[src/rtl/cache_mshr_fill_engine_pkg.sv]
// Shared cache block / MSHR entry types and the fill engine state encoding.
package cache_types_pkg;

   localparam int BLOCK_SIZE        = 4;
   localparam int WORD_W            = 32;
   localparam int ADDR_W            = 32;
   localparam int UUID_W            = 8;
   localparam int BYTE_OFF_BIT_LEN  = 2;
   localparam int BLOCK_OFF_BIT_LEN = $clog2(BLOCK_SIZE);

   typedef struct packed {
      logic                                valid;
      logic [UUID_W-1:0]                   uuid;
      logic [ADDR_W-1:0]                   block_addr;
      logic [BLOCK_SIZE-1:0]               write_status;
      logic [BLOCK_SIZE-1:0][WORD_W-1:0]   write_block;
   } mshr_reg;

   typedef enum logic [1:0] {
      IDLE    = 2'd0,
      WB      = 2'd1,
      FILL    = 2'd2,
      INSTALL = 2'd3
   } fill_state_t;

endpackage

[src/rtl/cache_mshr_fill_engine_if.sv]
// Word-wide memory request bus between the fill engine and memory.
interface cache_mshr_fill_engine_if #(
   parameter int AW = cache_types_pkg::ADDR_W,
   parameter int DW = cache_types_pkg::WORD_W
) ();

   logic          mem_req;
   logic          mem_we;
   logic [AW-1:0] mem_addr;
   logic [DW-1:0] mem_wdata;
   logic          mem_ready;
   logic [DW-1:0] mem_rdata;

   modport master (
      output mem_req, mem_we, mem_addr, mem_wdata,
      input  mem_ready, mem_rdata
   );

   modport slave (
      input  mem_req, mem_we, mem_addr, mem_wdata,
      output mem_ready, mem_rdata
   );

endinterface

[src/rtl/cache_mshr_fill_engine_word_sequencer.sv]
// Word counter and request hold shared by the writeback and fill phases.
module cache_word_sequencer #(
   parameter  int BLOCK_WORDS = cache_types_pkg::BLOCK_SIZE,
   parameter  int ADDR_W      = cache_types_pkg::ADDR_W,
   localparam int CW = (BLOCK_WORDS > 1) ? $clog2(BLOCK_WORDS) : 1
) (
   input  logic              CLK,
   input  logic              nRST,
   input  logic              start_i,
   input  logic              active_i,
   input  logic [ADDR_W-1:0] base_addr_i,
   input  logic              mem_ready_i,
   output logic [CW-1:0]     idx_o,
   output logic              last_o,
   output logic              mem_req_o,
   output logic [ADDR_W-1:0] addr_o
);

   logic [CW-1:0] k_q, k_d;

   always_comb begin
      k_d = k_q;
      if (start_i)
         k_d = '0;
      else if (active_i && mem_ready_i)
         k_d = last_o ? '0 : k_q + 1'b1;
   end

   always_ff @(posedge CLK or negedge nRST) begin
      if (!nRST)
         k_q <= '0;
      else
         k_q <= k_d;
   end

   // Address and request derive from registered state, so they hold through a stall.
   assign idx_o     = k_q;
   assign last_o    = (k_q == CW'(BLOCK_WORDS - 1));
   assign mem_req_o = active_i;
   assign addr_o    = base_addr_i
                    + (ADDR_W'(k_q) << cache_types_pkg::BYTE_OFF_BIT_LEN);

endmodule

[src/rtl/cache_mshr_fill_engine.sv]
// MSHR tail consumer: victim writeback, block fill with store merge, install.
// Optional: CACHE_FILL_FULL_WRITE_BYPASS_EN skips FILL for fully written blocks.
module cache_mshr_fill_engine #(
   parameter int BLOCK_WORDS = cache_types_pkg::BLOCK_SIZE,
   parameter int WORD_W      = cache_types_pkg::WORD_W,
   parameter int ADDR_W      = cache_types_pkg::ADDR_W
) (
   input  logic                                  CLK,
   input  logic                                  nRST,
   input  cache_types_pkg::mshr_reg              mshr_in,
   output logic                                  bank_empty,
   input  logic                                  victim_valid,
   input  logic                                  victim_dirty,
   input  logic [ADDR_W-1:0]                     victim_addr,
   input  logic [BLOCK_WORDS*WORD_W-1:0]         victim_block,
   cache_mshr_fill_engine_if.master              mem,
   output logic                                  install_en,
   output logic [ADDR_W-1:0]                     install_addr,
   output logic [BLOCK_WORDS*WORD_W-1:0]         install_block,
   output logic                                  install_dirty,
   output logic [cache_types_pkg::UUID_W-1:0]    install_uuid
);

   import cache_types_pkg::*;

   localparam int CW = (BLOCK_WORDS > 1) ? $clog2(BLOCK_WORDS) : 1;

   fill_state_t state_q, state_d;

   logic [ADDR_W-1:0]                  addr_q;
   logic [UUID_W-1:0]                  uuid_q;
   logic [BLOCK_WORDS-1:0]             ws_q;
   logic [BLOCK_WORDS-1:0][WORD_W-1:0] wblk_q;
   logic [ADDR_W-1:0]                  vaddr_q;
   logic [BLOCK_WORDS-1:0][WORD_W-1:0] vblk_q;
   logic [BLOCK_WORDS-1:0][WORD_W-1:0] rblk_q;
   logic [BLOCK_WORDS-1:0][WORD_W-1:0] merged;

   logic              accept;
   logic              seq_active;
   logic              wb_phase;
   logic              skip_fill;
   logic [CW-1:0]     seq_idx;
   logic              seq_last;
   logic              seq_req;
   logic [ADDR_W-1:0] seq_base;
   logic [ADDR_W-1:0] seq_addr;

`ifdef CACHE_FILL_FULL_WRITE_BYPASS_EN
   assign skip_fill = &ws_q;
`else
   assign skip_fill = 1'b0;
`endif

   always_ff @(posedge CLK or negedge nRST) begin
      if (!nRST)
         state_q <= IDLE;
      else
         state_q <= state_d;
   end

   always_comb begin
      state_d    = state_q;
      bank_empty = 1'b0;
      accept     = 1'b0;
      seq_active = 1'b0;
      wb_phase   = 1'b0;
      install_en = 1'b0;
      unique case (state_q)
         IDLE: begin
            bank_empty = 1'b1;
            if (mshr_in.valid) begin
               accept  = 1'b1;
               state_d = (victim_valid && victim_dirty) ? WB : FILL;
            end
         end
         WB: begin
            seq_active = 1'b1;
            wb_phase   = 1'b1;
            if (mem.mem_ready && seq_last)
               state_d = FILL;
         end
         FILL: begin
            if (skip_fill) begin
               state_d = INSTALL;
            end else begin
               seq_active = 1'b1;
               if (mem.mem_ready && seq_last)
                  state_d = INSTALL;
            end
         end
         INSTALL: begin
            install_en = 1'b1;
            state_d    = IDLE;
         end
         default: state_d = IDLE;
      endcase
   end

   always_ff @(posedge CLK or negedge nRST) begin
      if (!nRST) begin
         addr_q  <= '0;
         uuid_q  <= '0;
         ws_q    <= '0;
         wblk_q  <= '0;
         vaddr_q <= '0;
         vblk_q  <= '0;
         rblk_q  <= '0;
      end else begin
         if (accept) begin
            addr_q  <= mshr_in.block_addr;
            uuid_q  <= mshr_in.uuid;
            ws_q    <= mshr_in.write_status;
            wblk_q  <= mshr_in.write_block;
            vaddr_q <= victim_addr;
            vblk_q  <= victim_block;
         end
         if (seq_active && !wb_phase && mem.mem_ready)
            rblk_q[seq_idx] <= mem.mem_rdata;
      end
   end

   assign seq_base = wb_phase ? vaddr_q : addr_q;

   cache_word_sequencer #(
      .BLOCK_WORDS (BLOCK_WORDS),
      .ADDR_W      (ADDR_W)
   ) u_seq (
      .CLK         (CLK),
      .nRST        (nRST),
      .start_i     (accept),
      .active_i    (seq_active),
      .base_addr_i (seq_base),
      .mem_ready_i (mem.mem_ready),
      .idx_o       (seq_idx),
      .last_o      (seq_last),
      .mem_req_o   (seq_req),
      .addr_o      (seq_addr)
   );

   assign mem.mem_req   = seq_req;
   assign mem.mem_we    = wb_phase;
   assign mem.mem_addr  = seq_active ? seq_addr : '0;
   assign mem.mem_wdata = wb_phase ? vblk_q[seq_idx] : '0;

   // Buffered store words win over fetched words, applied at install time.
   always_comb begin
      merged = '0;
      for (int k = 0; k < BLOCK_WORDS; k++)
         merged[k] = ws_q[k] ? wblk_q[k] : rblk_q[k];
   end

   assign install_addr  = install_en ? addr_q : '0;
   assign install_block = install_en ? merged : '0;
   assign install_dirty = install_en & (|ws_q);
   assign install_uuid  = install_en ? uuid_q : '0;

endmodule

[src/flat_wrapper.sv]
// flat-port wrapper written by rule: the top's interface ports become plain ports
module cache_mshr_fill_engine_flat import cache_types_pkg::*;
#(
   parameter int BLOCK_WORDS = cache_types_pkg::BLOCK_SIZE,
   parameter int WORD_W      = cache_types_pkg::WORD_W,
   parameter int ADDR_W      = cache_types_pkg::ADDR_W
)
  (CLK, nRST, mshr_in, bank_empty, victim_valid, victim_dirty, victim_addr, victim_block, install_en, install_addr, install_block, install_dirty, install_uuid, mem_mem_req, mem_mem_we, mem_mem_addr, mem_mem_wdata, mem_mem_ready, mem_mem_rdata);
  cache_mshr_fill_engine_if mem_i ();
  input  logic CLK;
  input  logic nRST;
  input  cache_types_pkg::mshr_reg mshr_in;
  output logic bank_empty;
  input  logic victim_valid;
  input  logic victim_dirty;
  input  logic [ADDR_W-1:0] victim_addr;
  input  logic [BLOCK_WORDS*WORD_W-1:0] victim_block;
  output logic install_en;
  output logic [ADDR_W-1:0] install_addr;
  output logic [BLOCK_WORDS*WORD_W-1:0] install_block;
  output logic install_dirty;
  output logic [cache_types_pkg::UUID_W-1:0] install_uuid;
  output wire logic [$bits(mem_i.mem_req)-1:0] mem_mem_req;
  output wire logic [$bits(mem_i.mem_we)-1:0] mem_mem_we;
  output wire logic [$bits(mem_i.mem_addr)-1:0] mem_mem_addr;
  output wire logic [$bits(mem_i.mem_wdata)-1:0] mem_mem_wdata;
  input wire logic [$bits(mem_i.mem_ready)-1:0] mem_mem_ready;
  input wire logic [$bits(mem_i.mem_rdata)-1:0] mem_mem_rdata;
  assign mem_mem_req = mem_i.mem_req;
  assign mem_mem_we = mem_i.mem_we;
  assign mem_mem_addr = mem_i.mem_addr;
  assign mem_mem_wdata = mem_i.mem_wdata;
  assign mem_i.mem_ready = mem_mem_ready;
  assign mem_i.mem_rdata = mem_mem_rdata;
  cache_mshr_fill_engine #(.BLOCK_WORDS(BLOCK_WORDS), .WORD_W(WORD_W), .ADDR_W(ADDR_W)) u_core (.CLK(CLK), .nRST(nRST), .mshr_in(mshr_in), .bank_empty(bank_empty), .victim_valid(victim_valid), .victim_dirty(victim_dirty), .victim_addr(victim_addr), .victim_block(victim_block), .mem(mem_i), .install_en(install_en), .install_addr(install_addr), .install_block(install_block), .install_dirty(install_dirty), .install_uuid(install_uuid));
endmodule
[config.mk]
export PLATFORM = sky130hd
export DESIGN_NAME = cache_mshr_fill_engine_flat
export DESIGN_NICKNAME = d
export VERILOG_FILES = /design/src/rtl/cache_mshr_fill_engine_pkg.sv /design/src/rtl/cache_mshr_fill_engine_if.sv /design/src/rtl/cache_mshr_fill_engine_word_sequencer.sv /design/src/rtl/cache_mshr_fill_engine.sv /design/src/flat_wrapper.sv
export SDC_FILE = /design/constraint.sdc
export NUM_CORES = 1
export LEC_CHECK = 0
export CORE_AREA = 2 2 235 237
export DETAILED_ROUTE_END_ITERATION = 12
export DIE_AREA = 0 0 237 239
export GPL_TIMING_DRIVEN = 0
export PLACE_DENSITY = 0.7
export SYNTH_ARGS = -nofsm -noshare
export SYNTH_HDL_FRONTEND = slang
export SYNTH_SLANG_ARGS = --single-unit
[constraint.sdc]
create_clock -name CLK -period 6.2 [get_ports CLK]
set_clock_uncertainty 0.05 [all_clocks]
set_input_delay 1.55 -clock CLK [delete_from_list [all_inputs] [get_ports CLK]]
set_output_delay 1.55 -clock CLK [all_outputs]
set_load 0.05 [all_outputs]
# == After elaboration in Yosys (flattened, before gate mapping) ==
# Index checks and enable logic that the tools add are counted.
# op_classes
add_sub_neg,2
n_lt_le_gt_ge,2
eq_ne,7
mux,29
n_bitwise,1
reduce_logical,12
# ops
op,n
32-bit 2-to-1 mux,10
128-bit bitwise mux,1
128-bit 2-to-1 mux,1
32-bit binary-select mux with 2-bit select,1
32-bit demux with 2-bit select,1
32-bit by 4-bit adder with 32-bit output,1
2-bit 2-to-1 mux,7
8-bit 2-to-1 mux,1
2-bit one-hot mux with 4 select lines,1
2-bit equality test (second input constant),3
1-bit logical AND,6
1-bit 2-to-1 mux,6
2-bit by 1-bit != test with 1-bit output (second input constant),2
4-bit OR reduction,1
2-bit by 3-bit less-than comparator with 1-bit output (second input constant),1
3-bit AND reduction,1
2-bit by 1-bit adder with 2-bit output (second input constant),1
2-bit by 1-bit equality test with 1-bit output (second input constant),1
2-bit by 1-bit greater-or-equal comparator with 1-bit output (second input constant),1
2-bit zero test,1
2-bit != test (second input constant),1
2-bit nonzero test,1
2-bit OR reduction,1
1-bit bitwise AND,1
1-bit zero test,1
# totals
reg_bits,464
input_bits,370
output_inout_bits,237
wordCells,71

# == Logic depth before layout (Yosys ltp) ==
# Gate-level depths: netlist of run 1.
# logic_depth
depth_word,6
ltp_mapped,17
ltp_nobuf,10

# == Modules after synthesis ==
# A second synthesis of run 1 with hierarchy kept.
# hier_totals
hier_cells,1567
area_unflattened_um2,22079.9
# by_module_without_submodules
module,instances,cells_per_inst,area_each_um2,seq_area_each_um2
cache_mshr_fill_engine,1,1472,21364.2,11561.1
cache_word_sequencer,1,95,715.7,50.0

# == Worst setup path before layout of run 1 ==
# Ideal clock, no wire load.
# synth_path
path_type,register to output
start,reg u_core.state_q[1]
end,out mem_mem_addr[30]
arrival_time_ps,5255
required_ps,4600
path_slack_ps,-655
stages_incl_launch_ff,17
n_path_buf,7
cell_sequence,dfrtp_1 inv_1 ha_1 buf_6 buf_2 buf_2 buf_2 buf_2 buf_2 mux2_2 ha_1 inv_1 fa_1 a21oi_1 nand4b_1 clkbuf_1 o41ai_1
# synth_via
elab_chain_len,5
word_cells_on_any_way,8
cone_classes,add/sub (1); eq/ne (2); mux (4); reduce/logical (1)
# synth_rtl
element,line_no,text
from (decl),cache_mshr_fill_engine.sv:28,"fill_state_t state_q, state_d;"
from (signal assigned),cache_mshr_fill_engine.sv:59,state_q <= state_d;
2-bit by 1-bit equality test with 1-bit output,cache_mshr_fill_engine.sv:69,unique case (state_q)
1-bit 2-to-1 mux,cache_mshr_fill_engine.sv:69,
named net mem_mem_we,flat_wrapper.sv:24,output wire logic [$bits(mem_i.mem_we)-1:0] mem_mem_we;
32-bit 2-to-1 mux,cache_mshr_fill_engine.sv:123,assign seq_base = wb_phase ? vaddr_q : addr_q;
32-bit by 4-bit adder with 32-bit output,cache_mshr_fill_engine_word_sequencer.sv:41,+ (ADDR_W'(k_q) << cache_types_pkg::BYTE_OFF_BIT_LEN);
32-bit 2-to-1 mux,cache_mshr_fill_engine.sv:143,assign mem.mem_addr = seq_active ? seq_addr : '0;
to (decl),flat_wrapper.sv:25,output wire logic [$bits(mem_i.mem_addr)-1:0] mem_mem_addr;
# The timed path passes the listed nets, and every way through them passes these cells.

# == Worst setup path after layout of run 1 ==
# layout_path
start,reg u_core.state_q[1]
end,out mem_mem_addr[29]
# layout_via
elab_chain_len,5
word_cells_on_any_way,8
cone_classes,add/sub (1); eq/ne (2); mux (4); reduce/logical (1)
# layout_rtl
element,line_no
2-bit by 1-bit equality test with 1-bit output,cache_mshr_fill_engine.sv:69
1-bit 2-to-1 mux,cache_mshr_fill_engine.sv:69
32-bit 2-to-1 mux,cache_mshr_fill_engine.sv:123
32-bit by 4-bit adder with 32-bit output,cache_mshr_fill_engine_word_sequencer.sv:41
32-bit 2-to-1 mux (*),cache_mshr_fill_engine.sv:143
# Mark *: on every way between the ends. The rest lies on a longest branch, timed or not.

==> results by group, run 1 <==
Global routing
  – Largest net degree at the start of global routing: ~120
  – Number of global-route vias before repair: roughly 17000
  – Global-route wire length before repair: between 100000 and 150000 um
  – Initial antenna violation count: 20
  – Grt ovf: 0
  – GRT Overall Usage: 25.9%

Placement
  – Hpwl dp: roughly 57000 um
  – Area after DPL: 0.0292 mm2
  – Post-Place Worst Slack: -0.916 ns
  – Gpl congestion: 0.916
  – I/O Buffers: slightly above 600

Setup path
  – Crit Path Category: register to output pin
  – Slowest-stage cell, CP: dfrtp_1
  – Crit. End Element: output pin
  – Most common cell on crit path: buf_6
  – Critical Path AT: ~4.4 ns
  – CP max FO: 19
  – Type of origin of the critical path: register
  – Worst r2r dst: u_core.rblk_q[37]
  – Crit-path cells: inv_2, ha_2, buf_8, buf_6, buf_6, buf_6, mux2_2, ha_1, a21oi_1, nor3_2, clkbuf_4, nand3_1, or3_1, a21oi_1, clkbuf_4
  – Required @ worst endpoint: between 4 and 5 ns
  – R2R cell count: 7
  – Worst R2R Start: u_core.u_seq.idx_o[1]
  – Reg2Reg Setup Slack: ~2.5 ns
  – Max incr delay on CP: around 0.43 ns

STA
  – Setup-failing EPs final: 0
  – Tcrit/Tclk final: 96.6%
  – Final-report hold violation count: 0
  – Max-slew headroom: between 20% and 30%
  – Fmax achieved: 0.167 GHz
  – Final min period: 5.99 ns
  – RSZ-0062 raised after global routing: false
  – Setup total negative slack: 0 ns
  – Slew Limit Fails: 0
  – Setup slack after layout: 0.208 ns
  – Worst slew pin tran: about 1.2 ns

Final layout
  – Final instance area: 0.0310 mm2
  – Layout cells sized above 1: 27.2%
  – Area growth syn-to-layout: 40.3%
  – Fillcell total: about 4500
  – Commonest cells after routing, fill and taps aside: clkdlybuf4s50_1 (579), mux2_2 (467), dfrtp_1 (464)
  – Flip-flop and latch area: roughly 0.012 mm2
  – NumNets Final: approximately 2700
  – Area of the multi-input gates: just over 0.01 mm2
  – Commonest non-fill, non-tap cell in the layout: clkdlybuf4s50_1

Floorplan
  – Row count: 86
  – Initial Util: 40.6%
  – Total core area: approximately 0.054 mm2
  – IO Pins: just over 600
  – Chip width: 237 um
  – Die Y: about 240 um
  – Die area: 0.0566 mm2

Routing
  – Initial DRC Count: ~740
  – WL per Instance: 24.4 um
  – Via count: between 15000 and 20000
  – DRC viols: 0
  – Count of TritonRoute iterations in the first routing pass: 7
  – Antenna-violating nets left: 0
  – Vias/cell: roughly 5.3
  – Detailed Route WL: around 74000 um

Power and ir drop
  – Max rail drop VDD: between 200 and 300 uV
  – PD cells: about 530 mW/mm2
  – Pwr Total: around 16 mW
  – Reg power frac: between 30% and 40%
  – P_int: 9.92 mW
  – Net Sw Frac: approximately 40%
  – Clk pwr share: a little under a fifth
  – LEAKAGE: 12.7 nW
  – Logic pwr share: between 40% and 50%
  – NetSw: roughly 6.5 mW

Clock tree
  – CTS tree: yes
  – H-tree depth: 2
  – Clock latency on the worst-skew pair: between 0.5 and 0.6 ns
  – CTS Buf Count: between 50 and 60
  – CTS sink count: 464
  – Bufs on Longest Clock Path: 3
  – Post-CTS Hold Fix Bufs: 0
  – Root Driver: clkbuf_16
  – Clk pin slew, worst setup/hold paths: roughly 0.060 ns

Logic synthesis
  – Post-Synth Adder-Cell Area: less than 1%
  – Simple-gate share of the synthesized area: under 10%
  – Largest family of logic cells by synthesized area: multiplexers
  – Post-synth EDFFs: 0
  – Sequential area share after synthesis: between 50% and 60%
  – Synth Instances: 1628
  – Ys async rst share: 100%
  – Yosys warnings: 0
  – Cell area after synthesis: 0.0221 mm2
  – Yosys cell types: 55
  – Synth Area in Compound Gates: 1.67%
  – Post-synthesis register bit count: approximately 460
  – XOR/XNOR Fraction of Synth Area: 0.555%
  – Avg Cell Area, Syn: 13.6 um2
  – Synth Net Count: around 2000
  – Post-synthesis mux area share: approximately a third
  – Top_reg_cell synth: dfrtp_1

Worst hold path
  – Worst Hold Class: register to register
  – Hold path start: u_core.uuid_q[0]
  – Min-Delay Endpoint: u_core.uuid_q[0]
  – Hold Path Stages: 1

Outcome
  – Outcome: finished, final reports clean

Job
  – MaxCap Viol Count: 0
[power groups by stage]
stage	Clock, mW	Sequential (mW)	Combinational (mW)
2_1_floorplan	0	5.14	5.62
3_3_place_gp	0	5.46	7.77
3_5_place_dp	0	5.51	7.92
4_1_cts	3.18	5.46	7.92
5_1_grt	3.31	5.66	8.34
6_report	3.11	5.48	7.86
[state kept, by name, summed over array words and instances (netlist names)]
register	count
u_core.vaddr_q	32
u_core.ws_q	4
u_core.addr_q	32
u_core.wblk_q	128
u_core.vblk_q	128
u_core.state_q	2
u_core.u_seq.idx_o	2
u_core.uuid_q	8
u_core.rblk_q	128
[routing by layer]
metal / up-vias / routed length (um) / GRT usage (%) / share of wire, %
li1: 7146 / - / - / -
met1: 8294 / 30700 / 32.6 / 41
met2: 513 / 36600 / 43.4 / 49
met3: 133 / 4610 / 5.98 / 6.2
met4: 6 / 2440 / 10.2 / 3.3
met5: - / 40 / 0 / 0.054
[metrics by stage]
stage / util (%) / hold slack (ns) / cells
CTS: 56.9 / 0.454 / 3035
floorplan: - / 0.423 / 1628
detailed placement: 53.7 / 0.440 / 2942
global route: 57.0 / 0.462 / 3050
finish: 57.0 / 0.452 / 3052
global placement: 53.5 / 0.433 / 2938
[how the worst max path moves through the flow]
stage / start / endpoint / slack, ns / depth (start not counted)
2_1_floorplan: u_core.state_q[1] / mem_mem_addr[30] / -0.02 / 16
3_3_place_gp: nRST / u_core.wblk_q[119] / -17.24 / 1
3_5_place_dp: u_core.state_q[1] / mem_mem_addr[22] / -0.92 / 18
4_1_cts: u_core.state_q[1] / mem_mem_addr[29] / 0.005 / 15
5_1_grt: u_core.state_q[1] / mem_mem_addr[28] / 0.003 / 15
6_report: u_core.state_q[1] / mem_mem_addr[29] / 0.21 / 15
[area by class of cell]
type / instances / share of cell area, %
inverter: 12 / 0.145
antenna: 17 / 0.137
sequential: 464 / 37.5
clock buffer: 78 / 5.03
buffer: 105 / 1.47
multi-input combinational: 1045 / 32.5
timing repair buffer: 611 / 19.9
tap: 704 / 2.84
clock inverter: 16 / 0.557
[timing repair]
| item | 4_1_cts | 5_1_grt |
|---|---|---|
| buffers inserted | 0 | 1 |
| setup endpoints to repair | 33 | 27 |
| pin swaps | 0 | 1 |
| resized for setup | 86 | 24 |
[Yosys cell counts (all sizes together) (5+ instances only)]
cell,number,area (um2)
clkbuf,88,330
inv,12,45.0
ha,12,150
nand3,24,125
nand4b,5,43.8
xnor2,13,114
a21oi,14,70.1
nand4,9,56.3
nor3,10,50.1
nand2,22,82.6
nor2,18,67.6
and2,74,463
mux2,467,5260
nor2b,132,826
buf,19,103
dfrtp,464,11600
nand3b,6,45.0
mux2i,146,1460
o21ai,13,65.1
mux4,32,721
[cells by family after synthesis]
family	after synthesis
compound gates	55
xor+xnor	14
fa+ha+maj	13
buf+inv	119
flops	464
mux	645
simple gates	318
[critical path, delay by kind of cell (launching register included)]
family,cells,cell delay (ns)
fa+ha+maj,2,0.50
compound gates,2,0.27
simple gates,3,0.83
buf+inv,7,1.39
flops,1,0.43
mux,1,0.37
Power figures use the tool's default switching activity.
==> run 2, diff against run 1 <==
--- a/config.mk
+++ b/config.mk
@@ -5,11 +5,10 @@
 export SDC_FILE = /design/constraint.sdc
 export NUM_CORES = 1
 export LEC_CHECK = 0
-export CORE_AREA = 2 2 235 237
+export CORE_MARGIN = 10
+export CORE_UTILIZATION = 35
 export DETAILED_ROUTE_END_ITERATION = 12
-export DIE_AREA = 0 0 237 239
 export GPL_TIMING_DRIVEN = 0
-export PLACE_DENSITY = 0.7
 export SYNTH_ARGS = -nofsm -noshare
 export SYNTH_HDL_FRONTEND = slang
 export SYNTH_SLANG_ARGS = --single-unit
==> results by group, run 2 (synthesis gave the netlist of run 1 again) <==
Outcome
  – Outcome: finished, final reports clean

Final layout
  – Commonest non-fill, non-tap cell in the layout: clkdlybuf4s50_1
  – Layout cells sized above 1: between 20% and 30%
  – Final instance area: approximately 0.031 mm2
  – Top Registers: u_core.rblk_q (128), u_core.vblk_q (128), u_core.wblk_q (128)
  – Commonest cells after routing, fill and taps aside: clkdlybuf4s50_1 (580), mux2_2 (467), dfrtp_1 (464)
  – Area growth syn-to-layout: 41.2%
  – NumNets Final: around 2700
  – Finished Core Util: between 40% and 50%
  – Non-filler cells, final: between 3000 and 4000

Global routing
  – Number of global-route vias before repair: ~18000
  – Largest net degree at the start of global routing: around 120
  – GRT Overall Usage: a little over a fifth
  – Initial antenna violation count: 24
  – Global-route wire length before repair: around 120000 um
  – Grt ovf: 0

Setup path
  – Required @ worst endpoint: 4.60 ns
  – CP max FO: 19
  – Type of origin of the critical path: register
  – Crit Path Category: register to output pin
  – Crit. End Element: output pin
  – Critical Path AT: about 4.4 ns

Placement
  – DP Cell Count: a little over 3000
  – Area after DPL: between 0.02 and 0.03 mm2
  – I/O Buffers: roughly 600
  – Hpwl dp: 64000 um
  – Gpl congestion: 0.841
  – Post-Place Worst Slack: -1.09 ns

Routing
  – WL per Instance: 25.6 um
  – Via count: approximately 16000
  – Count of TritonRoute iterations in the first routing pass: 5
  – Initial DRC Count: 860
  – DRC viols: 0
  – Detailed Route WL: slightly above 80000 um
  – Vias/cell: ~5
  – Antenna-violating nets left: 0

Power and ir drop
  – P_int: approximately 10 mW
  – Logic pwr share: a little under half
  – LEAKAGE: between 10 and 15 nW
  – Max rail drop VDD: between 200 and 300 uV
  – NetSw: about 6.6 mW
  – Clk pwr share: between 10% and 20%
  – Pwr Total: between 15 and 20 mW
  – PD cells: between 500 and 600 mW/mm2
  – Reg power frac: roughly a third
  – Net Sw Frac: around two fifths

Floorplan
  – Row count: 92
  – Total core area: around 0.063 mm2
  – Chip width: around 270 um
  – IO Pins: about 600
  – Die Y: 271 um
  – Initial Util: between 30% and 40%
  – Die area: around 0.074 mm2

STA
  – Worst slew pin tran: 1.25 ns
  – Max-slew headroom: between 10% and 20%
  – Slew Limit Fails: 0
  – Setup-failing EPs final: 0
  – Final-report hold violation count: 0
  – Tcrit/Tclk final: a little over nine tenths
  – Fmax achieved: roughly 0.17 GHz
  – Setup slack after layout: 0.193 ns
  – Final min period: around 6 ns
  – RSZ-0062 raised after global routing: false

Job
  – MaxCap Viol Count: 0

Worst hold path
  – Worst Hold Class: register to register

Clock tree
  – Post-CTS Hold Fix Bufs: 0
  – CTS Buf Count: 52
  – H-tree depth: 2
  – Clk pin slew, worst setup/hold paths: 0.06 ns
  – CTS sink count: 464
  – Root Driver: clkbuf_16
  – CTS tree: yes
  – Clock latency on the worst-skew pair: just under 0.6 ns
  – Bufs on Longest Clock Path: 3
-- run 2: cell count changes in the layout (fill, tap and decap cells not counted), sizes merged --
| cell | previous run | this run |
|---|---|---|
| buf | 30 | 37 |
| clkbuf | 170 | 173 |
| clkdlybuf4s15 | 7 | 3 |
| clkdlybuf4s50 | 579 | 580 |
| clkinv | 11 | 7 |
| clkinvlp | 1 | 0 |
| diode | 17 | 12 |
| dlygate4sd2 | 4 | 7 |
| dlymetal6s2s | 4 | 1 |
| inv | 14 | 12 |
-- run 2: layout make-up --
class	count	area (um2)
fillers	5488	31500
flip-flops and latches	464	11600
multi-input cells	1045	10100
repair buffers	612	6140
clock buffers	83	1650
well taps	846	1060
plain buffers	106	470
clock inverters	9	110
inverters	12	45.0
diodes	12	30.0
-- run 2: path summary, 6_finish.rpt --
check / from / end / slack [ns] / cells past startpoint
worst max register to register: u_core.state_q[0] / u_core.vblk_q[107] / 2.51 / 7
worst max-delay path: u_core.state_q[1] / mem_mem_addr[28] / 0.19 / 16
worst min register to register: u_core.vblk_q[26] / u_core.vblk_q[26] / 0.45 / 1
worst min-delay path: u_core.vblk_q[26] / u_core.vblk_q[26] / 0.45 / 1
min in group asynchronous: nRST / u_core.wblk_q[74] / 0.69 / 1
max in group asynchronous: nRST / u_core.vaddr_q[4] / 3.97 / 3
-- run 2: critical path: stages (launching register included) --
cell     delay [ns]
dfrtp_1        0.42
inv_2          0.12
ha_4           0.16
buf_8          0.18
buf_6          0.18
buf_6          0.18
buf_6          0.18
buf_8          0.17
mux2_2         0.16
ha_1           0.15
inv_1          0.05
fa_2           0.39
a21o_1         0.23
or3_4          0.43
or4_1          0.39
and3_1         0.19
buf_2          0.22
-- run 2: metal layers --
metal  routed length, um  part of all wire (%)  track usage [%]
met5                 177                  0.22                0
met4                1900                   2.3             6.13
met3                5540                   6.8             6.62
met2               41000                    50             37.5
met1               33100                    41             25.6
-- run 2: repair_timing --
item / 4_1_cts / 5_1_grt
setup buffers: 2 / 0
setup endpoints to repair: 50 / 23
resized for setup: 91 / 25
pin swaps: 0 / 1
-- run 2: power by group through the flow --
stage	combinational (mW)	sequential [mW]	clock [mW]
6_report	7.95	5.45	3.16
5_1_grt	8.47	5.65	3.36
4_1_cts	8.06	5.44	3.24
3_5_place_dp	8.07	5.49	0
2_1_floorplan	5.62	5.14	0
3_3_place_gp	7.93	5.45	0
-- run 2: through the flow --
stage | TNS, ns | hold slack, ns
finish | 0 | 0.451
global route | 0 | 0.461
CTS | 0 | 0.453
detailed placement | -18.09 | 0.438
global placement | -8126.38 | 0.434
floorplan | -0.0209 | 0.423
